<file path="src/rtl/lcd_pkg.sv">
// Shared definitions for the LCD host command sequencer: command codes,
// image/window geometry constants, sequencer state encoding and origin helpers.
package lcd_pkg;

    typedef enum logic [2:0] {
        CMD_REFRESH = 3'd0,
        CMD_LOAD    = 3'd1,
        CMD_RIGHT   = 3'd2,
        CMD_LEFT    = 3'd3,
        CMD_UP      = 3'd4,
        CMD_DOWN    = 3'd5
    } lcd_cmd_t;

    localparam int IMG_BYTES = 36;
    localparam int WIN_BYTES = 9;
    localparam int GRID_W    = 6;
    localparam int ORG_MAX   = 3;
    localparam int ORG_RESET = 2;

    typedef enum logic [2:0] {
        ST_IDLE,
        ST_ISSUE,
        ST_LOAD,
        ST_COLLECT,
        ST_WAIT_IDLE
    } state_t;

    // One saturating step of a window origin coordinate within 0..ORG_MAX.
    function automatic logic [2:0] org_step(input logic [2:0] v, input logic inc);
        if (inc) begin
            return (v >= 3'(ORG_MAX)) ? 3'(ORG_MAX) : v + 3'd1;
        end
        return (v == 3'd0) ? 3'd0 : v - 3'd1;
    endfunction

    // Raster index of the top-left window byte for a given origin.
    function automatic int win_base(input logic [2:0] x, input logic [2:0] y);
        return int'(y) * GRID_W + int'(x);
    endfunction

endpackage

</file>
<file path="src/rtl/lcd_host_seq_if.sv">
// Command/data link between the host sequencer (master) and the LCD
// controller (slave).
interface lcd_host_seq_if;
    logic [2:0] cmd;
    logic       cmd_valid;
    logic [7:0] datain;
    logic       busy;
    logic [7:0] dataout;
    logic       output_valid;

    modport master (
        output cmd, cmd_valid, datain,
        input  busy, dataout, output_valid
    );

    modport slave (
        input  cmd, cmd_valid, datain,
        output busy, dataout, output_valid
    );
endinterface

</file>
<file path="src/rtl/lcd_origin_shadow.sv">
// Tracks the controller's 3x3 window origin from accepted commands, clamped
// to 0..ORG_MAX on both axes.
module lcd_origin_shadow
    import lcd_pkg::*;
(
    input  logic       clk,
    input  logic       reset,
    input  logic       upd,
    input  logic [2:0] cmd,
    output logic [2:0] org_x,
    output logic [2:0] org_y
);

    always_ff @(posedge clk or posedge reset) begin
        if (reset) begin
            org_x <= 3'(ORG_RESET);
            org_y <= 3'(ORG_RESET);
        end else if (upd) begin
            case (cmd)
                CMD_LOAD: begin
                    org_x <= 3'(ORG_RESET);
                    org_y <= 3'(ORG_RESET);
                end
                CMD_RIGHT: org_x <= org_step(org_x, 1'b1);
                CMD_LEFT:  org_x <= org_step(org_x, 1'b0);
                CMD_UP:    org_y <= org_step(org_y, 1'b0);
                CMD_DOWN:  org_y <= org_step(org_y, 1'b1);
                default:   ;
            endcase
        end
    end

endmodule

</file>
<file path="src/rtl/lcd_host_seq.sv">
// Host-side command sequencer for the 6x6-image / 3x3-window LCD controller.
// Optional origin shadow outputs (org_x/org_y) under LCD_HOST_SHADOW_EN.
module lcd_host_seq
    import lcd_pkg::*;
#(
    parameter int TIMEOUT_CYCLES = 64
) (
    input  logic              clk,
    input  logic              reset,
    input  logic              req_valid,
    input  logic [2:0]        req_cmd,
    output logic              req_ready,
    output logic [5:0]        img_addr,
    input  logic [7:0]        img_data,
    lcd_host_seq_if.master    lcd,
    output logic [7:0]        win_data,
    output logic [3:0]        win_idx,
    output logic              win_valid,
    output logic              done,
    output logic              cmd_err,
    output logic              timeout
`ifdef LCD_HOST_SHADOW_EN
    ,
    output logic [2:0]        org_x,
    output logic [2:0]        org_y
`endif
);

    localparam int WD_W = $clog2(TIMEOUT_CYCLES + 1);

    state_t            state_reg;
    logic [2:0]        cmd_reg;
    logic              cmd_valid_reg;
    logic [3:0]        cap_cnt_reg;
    logic [WD_W-1:0]   wd_cnt_reg;
    logic              wd_expired;

    assign lcd.cmd       = cmd_reg;
    assign lcd.cmd_valid = cmd_valid_reg;
    // Image memory is read combinationally, so the byte for img_addr is forwarded directly.
    assign lcd.datain    = (state_reg == ST_LOAD) ? img_data : 8'd0;
    assign wd_expired    = (wd_cnt_reg == WD_W'(TIMEOUT_CYCLES - 1));

    always_ff @(posedge clk or posedge reset) begin
        if (reset) begin
            state_reg     <= ST_IDLE;
            req_ready     <= 1'b1;
            cmd_reg       <= 3'd0;
            cmd_valid_reg <= 1'b0;
            img_addr      <= 6'd0;
            cap_cnt_reg   <= 4'd0;
            wd_cnt_reg    <= '0;
            win_data      <= 8'd0;
            win_idx       <= 4'd0;
            win_valid     <= 1'b0;
            done          <= 1'b0;
            cmd_err       <= 1'b0;
            timeout       <= 1'b0;
        end else begin
            win_valid <= 1'b0;
            done      <= 1'b0;
            cmd_err   <= 1'b0;
            timeout   <= 1'b0;
            case (state_reg)
                ST_IDLE: begin
                    req_ready <= 1'b1;
                    if (req_valid && req_ready) begin
                        if (req_cmd <= CMD_DOWN) begin
                            cmd_reg       <= req_cmd;
                            cmd_valid_reg <= 1'b1;
                            req_ready     <= 1'b0;
                            state_reg     <= ST_ISSUE;
                        end else begin
                            cmd_err <= 1'b1;
                        end
                    end
                end
                ST_ISSUE: begin
                    if (!lcd.busy) begin
                        cmd_valid_reg <= 1'b0;
                        if (cmd_reg == CMD_LOAD) begin
                            img_addr  <= 6'd0;
                            state_reg <= ST_LOAD;
                        end else begin
                            cap_cnt_reg <= 4'd0;
                            wd_cnt_reg  <= '0;
                            state_reg   <= ST_COLLECT;
                        end
                    end
                end
                ST_LOAD: begin
                    if (img_addr == 6'(IMG_BYTES - 1)) begin
                        img_addr    <= 6'd0;
                        cap_cnt_reg <= 4'd0;
                        wd_cnt_reg  <= '0;
                        state_reg   <= ST_COLLECT;
                    end else begin
                        img_addr <= img_addr + 6'd1;
                    end
                end
                ST_COLLECT: begin
                    // Abort takes priority over a capture landing on the last allowed cycle.
                    if (wd_expired) begin
                        timeout   <= 1'b1;
                        state_reg <= ST_IDLE;
                    end else begin
                        wd_cnt_reg <= wd_cnt_reg + 1'b1;
                        if (lcd.output_valid) begin
                            win_data    <= lcd.dataout;
                            win_idx     <= cap_cnt_reg;
                            win_valid   <= 1'b1;
                            cap_cnt_reg <= cap_cnt_reg + 4'd1;
                            if (cap_cnt_reg == 4'(WIN_BYTES - 1)) begin
                                state_reg <= ST_WAIT_IDLE;
                            end
                        end
                    end
                end
                ST_WAIT_IDLE: begin
                    if (wd_expired) begin
                        timeout   <= 1'b1;
                        state_reg <= ST_IDLE;
                    end else if (!lcd.busy) begin
                        done      <= 1'b1;
                        state_reg <= ST_IDLE;
                    end else begin
                        wd_cnt_reg <= wd_cnt_reg + 1'b1;
                    end
                end
                default: state_reg <= ST_IDLE;
            endcase
        end
    end

`ifdef LCD_HOST_SHADOW_EN
    logic cmd_accept;
    assign cmd_accept = (state_reg == ST_ISSUE) && !lcd.busy;

    lcd_origin_shadow u_shadow (
        .clk   (clk),
        .reset (reset),
        .upd   (cmd_accept),
        .cmd   (cmd_reg),
        .org_x (org_x),
        .org_y (org_y)
    );
`endif

endmodule

</file>
<file path="src/flat_wrapper.sv">
// flat-port wrapper written by rule: the top's interface ports become plain ports
module lcd_host_seq_flat import lcd_pkg::*;
#(
    parameter int TIMEOUT_CYCLES = 64
)
  (clk, reset, req_valid, req_cmd, req_ready, img_addr, img_data, win_data, win_idx, win_valid, done, cmd_err, timeout, lcd_cmd, lcd_cmd_valid, lcd_datain, lcd_busy, lcd_dataout, lcd_output_valid);
  lcd_host_seq_if lcd_i ();
  input  logic clk;
  input  logic reset;
  input  logic req_valid;
  input  logic [2:0] req_cmd;
  output logic req_ready;
  output logic [5:0] img_addr;
  input  logic [7:0] img_data;
  output logic [7:0] win_data;
  output logic [3:0] win_idx;
  output logic win_valid;
  output logic done;
  output logic cmd_err;
  output logic timeout;
  output wire logic [$bits(lcd_i.cmd)-1:0] lcd_cmd;
  output wire logic [$bits(lcd_i.cmd_valid)-1:0] lcd_cmd_valid;
  output wire logic [$bits(lcd_i.datain)-1:0] lcd_datain;
  input wire logic [$bits(lcd_i.busy)-1:0] lcd_busy;
  input wire logic [$bits(lcd_i.dataout)-1:0] lcd_dataout;
  input wire logic [$bits(lcd_i.output_valid)-1:0] lcd_output_valid;
  assign lcd_cmd = lcd_i.cmd;
  assign lcd_cmd_valid = lcd_i.cmd_valid;
  assign lcd_datain = lcd_i.datain;
  assign lcd_i.busy = lcd_busy;
  assign lcd_i.dataout = lcd_dataout;
  assign lcd_i.output_valid = lcd_output_valid;
  lcd_host_seq #(.TIMEOUT_CYCLES(TIMEOUT_CYCLES)) u_core (.clk(clk), .reset(reset), .req_valid(req_valid), .req_cmd(req_cmd), .req_ready(req_ready), .img_addr(img_addr), .img_data(img_data), .lcd(lcd_i), .win_data(win_data), .win_idx(win_idx), .win_valid(win_valid), .done(done), .cmd_err(cmd_err), .timeout(timeout));
endmodule
</file>
<file path="config.mk">
export PLATFORM = sky130hd
export DESIGN_NAME = lcd_host_seq_flat
export DESIGN_NICKNAME = d
export VERILOG_FILES = /design/src/rtl/lcd_pkg.sv /design/src/rtl/lcd_host_seq_if.sv /design/src/rtl/lcd_origin_shadow.sv /design/src/rtl/lcd_host_seq.sv /design/src/flat_wrapper.sv
export SDC_FILE = /design/constraint.sdc
export NUM_CORES = 1
export LEC_CHECK = 0
export ABC_CLOCK_PERIOD_IN_PS = 2500
export BUFFER_PORTS_ARGS = -buffer_cell sky130_fd_sc_hd__buf_2
export CAP_MARGIN = 0
export CORE_MARGIN = 1.5
export CORE_UTILIZATION = 51
export CTS_BUF_LIST = sky130_fd_sc_hd__clkbuf_16
export CTS_CLUSTER_DIAMETER = 40
export DETAILED_ROUTE_END_ITERATION = 6
export PLACE_DENSITY = 0.86
export SLEW_MARGIN = 20
export SYNTH_ARGS = -nofsm -noshare
export SYNTH_HDL_FRONTEND = slang
export SYNTH_SLANG_ARGS = --single-unit
</file>
<file path="constraint.sdc">
create_clock -name clk -period 2.5 [get_ports clk]
set_input_delay 0.25 -clock clk [delete_from_list [all_inputs] [get_ports clk]]
set_output_delay 0.25 -clock clk [all_outputs]
set_load 0.05 [all_outputs]
</file>
==> flow_metrics.env, run 1 <==
export IMPL_status="complete, no violations"
export IMPL_fmax_mhz=466.8
export IMPL_yosysWarningCount=0
export IMPL_hold_buffers=0
export IMPL_cp_max_fo=11
export IMPL_crit_chain="nand2b_1 > nor2_1 > and2_1 > buf_2"
export IMPL_place_gp_congestion=0.7707
export IMPL_ios=59
export IMPL_grt_pass1_vias=1561
export IMPL_initial_core_util_pct=52.43
export IMPL_diodes=0
export IMPL_cts_made_buffers=5
export IMPL_cts_root_buf="clkbuf_16"
export IMPL_synth_async_reset_ratio_pct=100.0
export IMPL_cts_tree="built"
export IMPL_critical_path_buf_inv_count=1
export IMPL_portBuffers=58
export IMPL_num_rows=23
export IMPL_drive_above_1_share_pct=35.43
export IMPL_post_cts_buffers=0
export IMPL_drt_initial_drc_count=166
export IMPL_syn_avg_cell_area_um2=10.73
export IMPL_drv_slew=0
export IMPL_grt_use_total_pct=20.80
export IMPL_synth_compound_area_share_pct=14.24
export IMPL_drv_cap=0
export IMPL_synth_mux_area_share_pct=9.916
export IMPL_cts_clk_slew_worst_paths_ns=0.06
export IMPL_synth_top_family_by_area="simple AND/OR/NAND/NOR gates"
export IMPL_timing_slew_headroom_pct=43.94
export IMPL_timing_final_crit_share_pct=85.68
export IMPL_synthFlopType="dfrtp_1"
export IMPL_yosys_area_share_adder_pct=2.404
export IMPL_final_area_um2=2556
export IMPL_tns_ns=0
export IMPL_postSynthCellCount=194
export IMPL_slowest_delay_ns=0.49
export IMPL_powerDensity_nw_per_um2=569.7
export IMPL_synth_distinct_cells=54
export IMPL_via_per_inst=5.582
export IMPL_rsz0062_at_grt="false"
export IMPL_coreArea_um2=3971
export IMPL_clock_sinks=41
export IMPL_synthesis_nets=222
export IMPL_synthSimpleGateAreaFrac_pct=20.31
export IMPL_die_area_um2=4475
export IMPL_finalSetupViolCount=0
export IMPL_cp_top_family="simple AND/OR/NAND/NOR gates"
export IMPL_die_w_um=66.90
export IMPL_regToRegSetupSlack_ns=0.38
export IMPL_dpl_cell_area_um2=2390
export IMPL_fin_crit_ns=2.142
export IMPL_firstDrtPassIters=4
export IMPL_drt_total_wl_mm=4.345
export IMPL_ys_seq_area_share_pct=49.34
export IMPL_startpoint="u_core.state_reg[0]$_DFFE_PP0P_"
export IMPL_hold_violations=0
export IMPL_post_cts_resized=0
export IMPL_utilization_pct=64.37
export IMPL_grt_max_degree=42
export IMPL_hold_path_class="input port to async pin"
export IMPL_num_vias=1697
export IMPL_drcViolationCount=0
export IMPL_htreeDepth=2
export IMPL_ys_seq_elements=41
export IMPL_clk_path_buf_depth=2
export IMPL_crit_type="flip-flop to output port"
export IMPL_p_total_mw=1.456
export IMPL_skew_ns=0.004727
export IMPL_final_nets=281
export IMPL_worstMarginPinSlew_ns=0.8370
export IMPL_vdd_drop_max_mv=0.3790
export IMPL_crit_slowest_cell="dfrtp_1"
export IMPL_synth_area_leader_cell="dfrtp_1"
export IMPL_synth_top_area_share_pct=48.08
export IMPL_crit_required_ns=2.25
export IMPL_dp_hpwl_mm=2.987
export IMPL_synthXorXnorAreaFrac_pct=0
export IMPL_synthTopCellsByArea="dfrtp_1, mux2_2, nor2_1, o21ai_0, mux2_4"
export IMPL_crit_arrival_ns=1.89
export IMPL_leakage_nw=1.272
export IMPL_overflow=0
export IMPL_start_kind="flip-flop"
export IMPL_detail_route_antenna_nets=0
export IMPL_synth_edf_count=0
export IMPL_synth_area_um2=2082
export IMPL_syn_to_final_growth_pct=22.78
export IMPL_die_y_um=66.90
export IMPL_grt_pass1_wl_mm=6.920
export IMPL_largest_reg_flops=8
export IMPL_crit_path_end_kind="output port"
export IMPL_timing_rr_start="u_core.wd_cnt_reg[4]$_DFFE_PP0P_"
export IMPL_antenna_found_initial=0
export IMPL_wl_per_cell_um=14.29
export IMPL_clk_latency_ns=0.28
## cells by family (layout without fill, tap and decap cells)
group	Yosys count	count (layout)
simple gates	76	76
fa+ha+maj	4	4
flops	41	41
compound gates	43	43
buf+inv	13	73
mux	17	17
## placed cells by master (no fill, tap or decap), drive strengths merged, types with 2 or more instances in the layout
| master | Yosys | routed |
|---|---|---|
| nor2b | 2 | 2 |
| nand3 | 7 | 7 |
| nand2 | 14 | 14 |
| inv | 5 | 5 |
| clkbuf | 2 | 5 |
| dfrtp | 40 | 40 |
| and2 | 8 | 8 |
| o211ai | 2 | 2 |
| o31ai | 3 | 3 |
| nor2 | 21 | 21 |
| a22o | 2 | 2 |
| o21a | 2 | 2 |
| ha | 4 | 4 |
| a21oi | 3 | 3 |
| and3 | 3 | 3 |
| o41ai | 2 | 2 |
| or2 | 2 | 2 |
| o21ai | 15 | 15 |
| nor3b | 3 | 3 |
| nand2b | 4 | 4 |
| or4 | 3 | 3 |
| buf | 6 | 60 |
| mux2 | 17 | 17 |
| nand3b | 3 | 3 |
| a31oi | 5 | 5 |
## final timing paths
path                                                    end  cells after the start
min in group clk             u_core.win_data[7]$_DFFE_PP0P_                      2
max                                           lcd_datain[2]                      4
max in group asynchronous      u_core.req_ready$_DFFE_PP1N_                      3
min                          u_core.win_data[7]$_DFFE_PP0P_                      3
max reg2reg                u_core.wd_cnt_reg[0]$_DFFE_PP0P_                      5
min reg2reg                  u_core.win_data[7]$_DFFE_PP0P_                      1
## Yosys cell counts, drive strengths merged (2+ instances only)
| master | number |
|---|---|
| or2 | 2 |
| o211ai | 2 |
| a31oi | 5 |
| o31ai | 3 |
| dfrtp | 40 |
| inv | 5 |
| mux2 | 17 |
| nor2 | 21 |
| o21a | 2 |
| and3 | 3 |
| or4 | 3 |
| buf | 6 |
| and2 | 8 |
| nor3b | 3 |
| nand3b | 3 |
| nand3 | 7 |
| nand2 | 14 |
| o21ai | 15 |
| a22o | 2 |
| a21oi | 3 |
| ha | 4 |
| o41ai | 2 |
| nand2b | 4 |
| nor2b | 2 |
| clkbuf | 2 |
## layout make-up
type	count	area, um2
Clock buffer	5	125.1
Clock inverter	3	41.29
Fill cell	313	1415
Inverter	5	18.77
Multi-Input combinational cell	140	975.9
Sequential cell	41	1027
Tap cell	50	62.56
Timing Repair Buffer	60	305.3
## per-stage QoR
| step | hold slack, ns | setup slack, ns | std cells |
|---|---|---|---|
| 5_1_grt | 0.1669 | 0.2319 | 304 |
| 2_1_floorplan | 0.3847 | 0.3900 | 194 |
| 3_3_place_gp | 0.3981 | 0.5234 | 296 |
| 6_report | 0.08943 | 0.3579 | 304 |
| 3_5_place_dp | 0.4054 | 0.4106 | 296 |
| 4_1_cts | 0.1034 | 0.3598 | 304 |
## where the power goes
part           switching [mW]  total (mW)  leakage [nW]  internal, mW
Sequential                  0       0.664         0.528         0.664
Combinational          0.0486      0.0707         0.666        0.0222
Clock                   0.255       0.722        0.0775         0.467
Total                   0.303        1.46          1.27          1.15
## worst min-delay path: cells and delay by family
| kind | cells | cell delay (ns) |
|---|---|---|
| buf+inv | 3 | 0.57 |
## routing by layer
metal	global-route usage (%)	up-vias	wire length, um
met3	5.405	5	233
met1	25.24	823	1874
met4	8.418	0	58
li1	-	815	-
met5	0	-	0
met2	35.00	54	2179
Note: power is estimated with default switching activity, not from simulation.
==> run 2, diff against run 1 <==
--- a/config.mk
+++ b/config.mk
@@ -9,12 +9,14 @@
 export BUFFER_PORTS_ARGS = -buffer_cell sky130_fd_sc_hd__buf_2
 export CAP_MARGIN = 0
 export CORE_MARGIN = 1.5
-export CORE_UTILIZATION = 51
+export CORE_UTILIZATION = 52
 export CTS_BUF_LIST = sky130_fd_sc_hd__clkbuf_16
 export CTS_CLUSTER_DIAMETER = 40
 export DETAILED_ROUTE_END_ITERATION = 6
-export PLACE_DENSITY = 0.86
+export MAX_ROUTING_LAYER = met4
+export PLACE_DENSITY = 0.88
 export SLEW_MARGIN = 20
 export SYNTH_ARGS = -nofsm -noshare
 export SYNTH_HDL_FRONTEND = slang
+export SYNTH_HIERARCHICAL = 1
 export SYNTH_SLANG_ARGS = --single-unit
==> flow_metrics.env, run 2 <==
export IMPL_synthTopCellsByCount="dfrtp_1, o21ai_0, nand2_1, nor2_1, mux2_2"
export IMPL_yosys_area_share_adder_pct=2.402
export IMPL_drive_above_1_share_pct=32.95
export IMPL_utilization_pct=68.38
export IMPL_htreeDepth=2
export IMPL_post_cts_resized=0
export IMPL_fin_crit_ns=2.094
export IMPL_synth_compound_area_share_pct=15.86
export IMPL_internal_power_mw=1.674
export IMPL_final_common_cell="buf_2"
export IMPL_cts_root_buf="clkbuf_16"
export IMPL_synthSimpleGateAreaFrac_pct=20.60
export IMPL_largest_reg_flops=8
export IMPL_met1_usage_pct=27.86
export IMPL_synth_async_reset_ratio_pct=100.0
export IMPL_drv_slew=0
export IMPL_portBuffers=58
export IMPL_post_place_ws_ns=0.4548
export IMPL_p_sw_share_pct=47.63
export IMPL_synthTopCellsByArea="dfrtp_1, mux2_2, o21ai_0, and3_1, nand2_1"
export IMPL_grt_pass1_wl_mm=7.307
export IMPL_die_w_um=66.30
export IMPL_fmax_mhz=477.5
export IMPL_cts_clk_slew_worst_paths_ns=0.06
export IMPL_synth_top_family_by_area="simple AND/OR/NAND/NOR gates"
export IMPL_ys_seq_area_share_pct=49.31
export IMPL_grt_max_degree=42
export IMPL_grt_busiest_layer="met2"
export IMPL_tns_ns=0
export IMPL_crit_path_end_kind="output port"
export IMPL_num_vias=1714
export IMPL_skew_ns=0.005850
export IMPL_crit_arrival_ns=1.84
export IMPL_ys_seq_elements=41
export IMPL_cts_made_buffers=5
export IMPL_clk_latency_ns=0.29
export IMPL_p_total_mw=3.196
export IMPL_hold_buffers=0
export IMPL_comb_power_share_pct=47.7
export IMPL_synth_mux_area_share_pct=7.027
export IMPL_coreArea_um2=3744
export IMPL_powerDensity_nw_per_um2=1249
export IMPL_synth_area_um2=2083
export IMPL_rr_worst_depth=5
export IMPL_overflow=0
export IMPL_place_gp_congestion=0.8571
export IMPL_crit_type="flip-flop to output port"
export IMPL_crit_required_ns=2.25
export IMPL_syn_to_final_growth_pct=22.88
export IMPL_clk_path_buf_depth=2
export IMPL_postSynthCellCount=203
export IMPL_finalSetupViolCount=0
export IMPL_wl_per_cell_um=13.82
export IMPL_synthesis_nets=231
export IMPL_die_area_um2=4395
export IMPL_synth_area_leader_cell="dfrtp_1"
export IMPL_final_nets=291
export IMPL_synth_distinct_cells=46
export IMPL_final_cell_mix="buf_2, dfrtp_1, o21ai_0, nand2_1, nor2_1"
export IMPL_power_frac_clock_pct=19.6
export IMPL_power_switching_mw=1.522
export IMPL_timing_slew_headroom_pct=64.52
export IMPL_grt_use_total_pct=22.65
export IMPL_drcViolationCount=0
export IMPL_cts_tree="built"
export IMPL_synth_top_area_share_pct=48.05
export IMPL_num_rows=22
export IMPL_regToRegSetupSlack_ns=0.45
export IMPL_fin_ws_ns=0.4058
export IMPL_ios=59
export IMPL_via_per_inst=5.494
export IMPL_clock_sinks=41
export IMPL_synth_edf_count=0
export IMPL_use_met2_pct=36.00
export IMPL_dp_hpwl_mm=3.064
export IMPL_die_y_um=66.30
export IMPL_r2r_end="u_core/win_data[0]$_DFFE_PP0P_"
export IMPL_drt_total_wl_mm=4.313
export IMPL_grt_met3_usage_pct=4.600
export IMPL_initial_core_util_pct=55.65
export IMPL_synthFlopType="dfrtp_1"
export IMPL_leakage_nw=1.272
export IMPL_post_cts_buffers=0
export IMPL_cp_max_fo=11
export IMPL_dpl_cell_area_um2=2417
export IMPL_drt_initial_drc_count=60
export IMPL_antenna_found_initial=0
export IMPL_worstMarginPinSlew_ns=0.5323
export IMPL_final_area_um2=2560
export IMPL_timing_rr_start="u_core/wd_cnt_reg[0]$_DFFE_PP0P_"
export IMPL_synth_most_common_cell="dfrtp_1"
export IMPL_hold_violations=0
export IMPL_startpoint="u_core/state_reg[2]$_DFFE_PP0P_"
export IMPL_syn_avg_cell_area_um2=10.26
export IMPL_timing_final_crit_share_pct=83.77
export IMPL_synthXorXnorAreaFrac_pct=1.682
export IMPL_firstDrtPassIters=4
export IMPL_drv_cap=0
export IMPL_diodes=0
export IMPL_hold_path_class="input port to async pin"
export IMPL_start_kind="flip-flop"
export IMPL_p_seq_share_pct=32.7
export IMPL_yosysWarningCount=6
export IMPL_detail_route_antenna_nets=0
export IMPL_status="complete, no violations"
export IMPL_vdd_drop_max_mv=0.8601
export IMPL_grt_pass1_vias=1648
export IMPL_rsz0062_at_grt="false"
run 2: changes by cell type in the layout (fill, tap and decap cells not counted), moves of 5 or more:
cell     before  now
a21oi_1       2   10
and2_1        8    0
and3_1        3   10
nor2_1       20   14
nor3_1        1    6
run 2: final cells by class:
class	instances	area (um2)
clock buffer	5	125.1
clock inverter	3	17.52
fill	302	1184
inverter	7	26.28
multi-input combinational	147	991.0
sequential	41	1027
tap	48	60.06
timing repair buffer	61	312.8
run 2: logic make-up (layout without fill, tap and decap cells):
kind of cell | count (synthesis) | after routing
AO/OA/AOI/OAI | 50 | 50
flip-flops | 41 | 41
XOR/XNOR | 4 | 4
multiplexers | 13 | 13
adder cells (fa/ha/maj) | 4 | 4
AND/OR/NAND/NOR | 76 | 76
buffers and inverters | 15 | 76
run 2: per-stage QoR:
step           instances  hold slack [ns]
2_1_floorplan        203           0.3225
3_3_place_gp         304           0.3962
3_5_place_dp         304           0.3980
4_1_cts              312          0.09532
5_1_grt              312           0.1475
6_report             312          0.07509
run 2: worst max-delay path, cell delays in order (launching register included):
cell	delay (ns)
dfrtp_1	0.49
buf_4	0.23
nor2_1	0.36
and3_1	0.21
buf_2	0.26
run 2: layer usage:
layer  up-vias  part of all wire, %
met5         -                    0
met4         0                  1.6
met3         5                  3.8
met2        41                   49
met1       810                   46
li1        858                    -
run 2: worst max path at each step:
| stage | cells after the start | slack, ns | to |
|---|---|---|---|
| after floorplan | 6 | 0.54 | u_core/wd_cnt_reg[5]$_DFFE_PP0P_ |
| after global routing | 5 | 0.24 | u_core/wd_cnt_reg[5]$_DFFE_PP0P_ |
| final | 4 | 0.41 | lcd_datain[6] |
| after CTS | 4 | 0.42 | lcd_datain[6] |
| after detailed placement | 5 | 0.45 | u_core/win_data[0]$_DFFE_PP0P_ |
| after global placement | 5 | 0.53 | u_core/win_data[6]$_DFFE_PP0P_ |
run 2: power by group through the flow:
stage,Combinational [mW],Clock [mW],Sequential [mW]
after CTS,1.53,0.638,1.04
final,1.52,0.625,1.05
after detailed placement,1.52,0,1.05
after global routing,1.64,0.660,1.08
after global placement,1.49,0,1.04
after floorplan,0.739,0,1.51
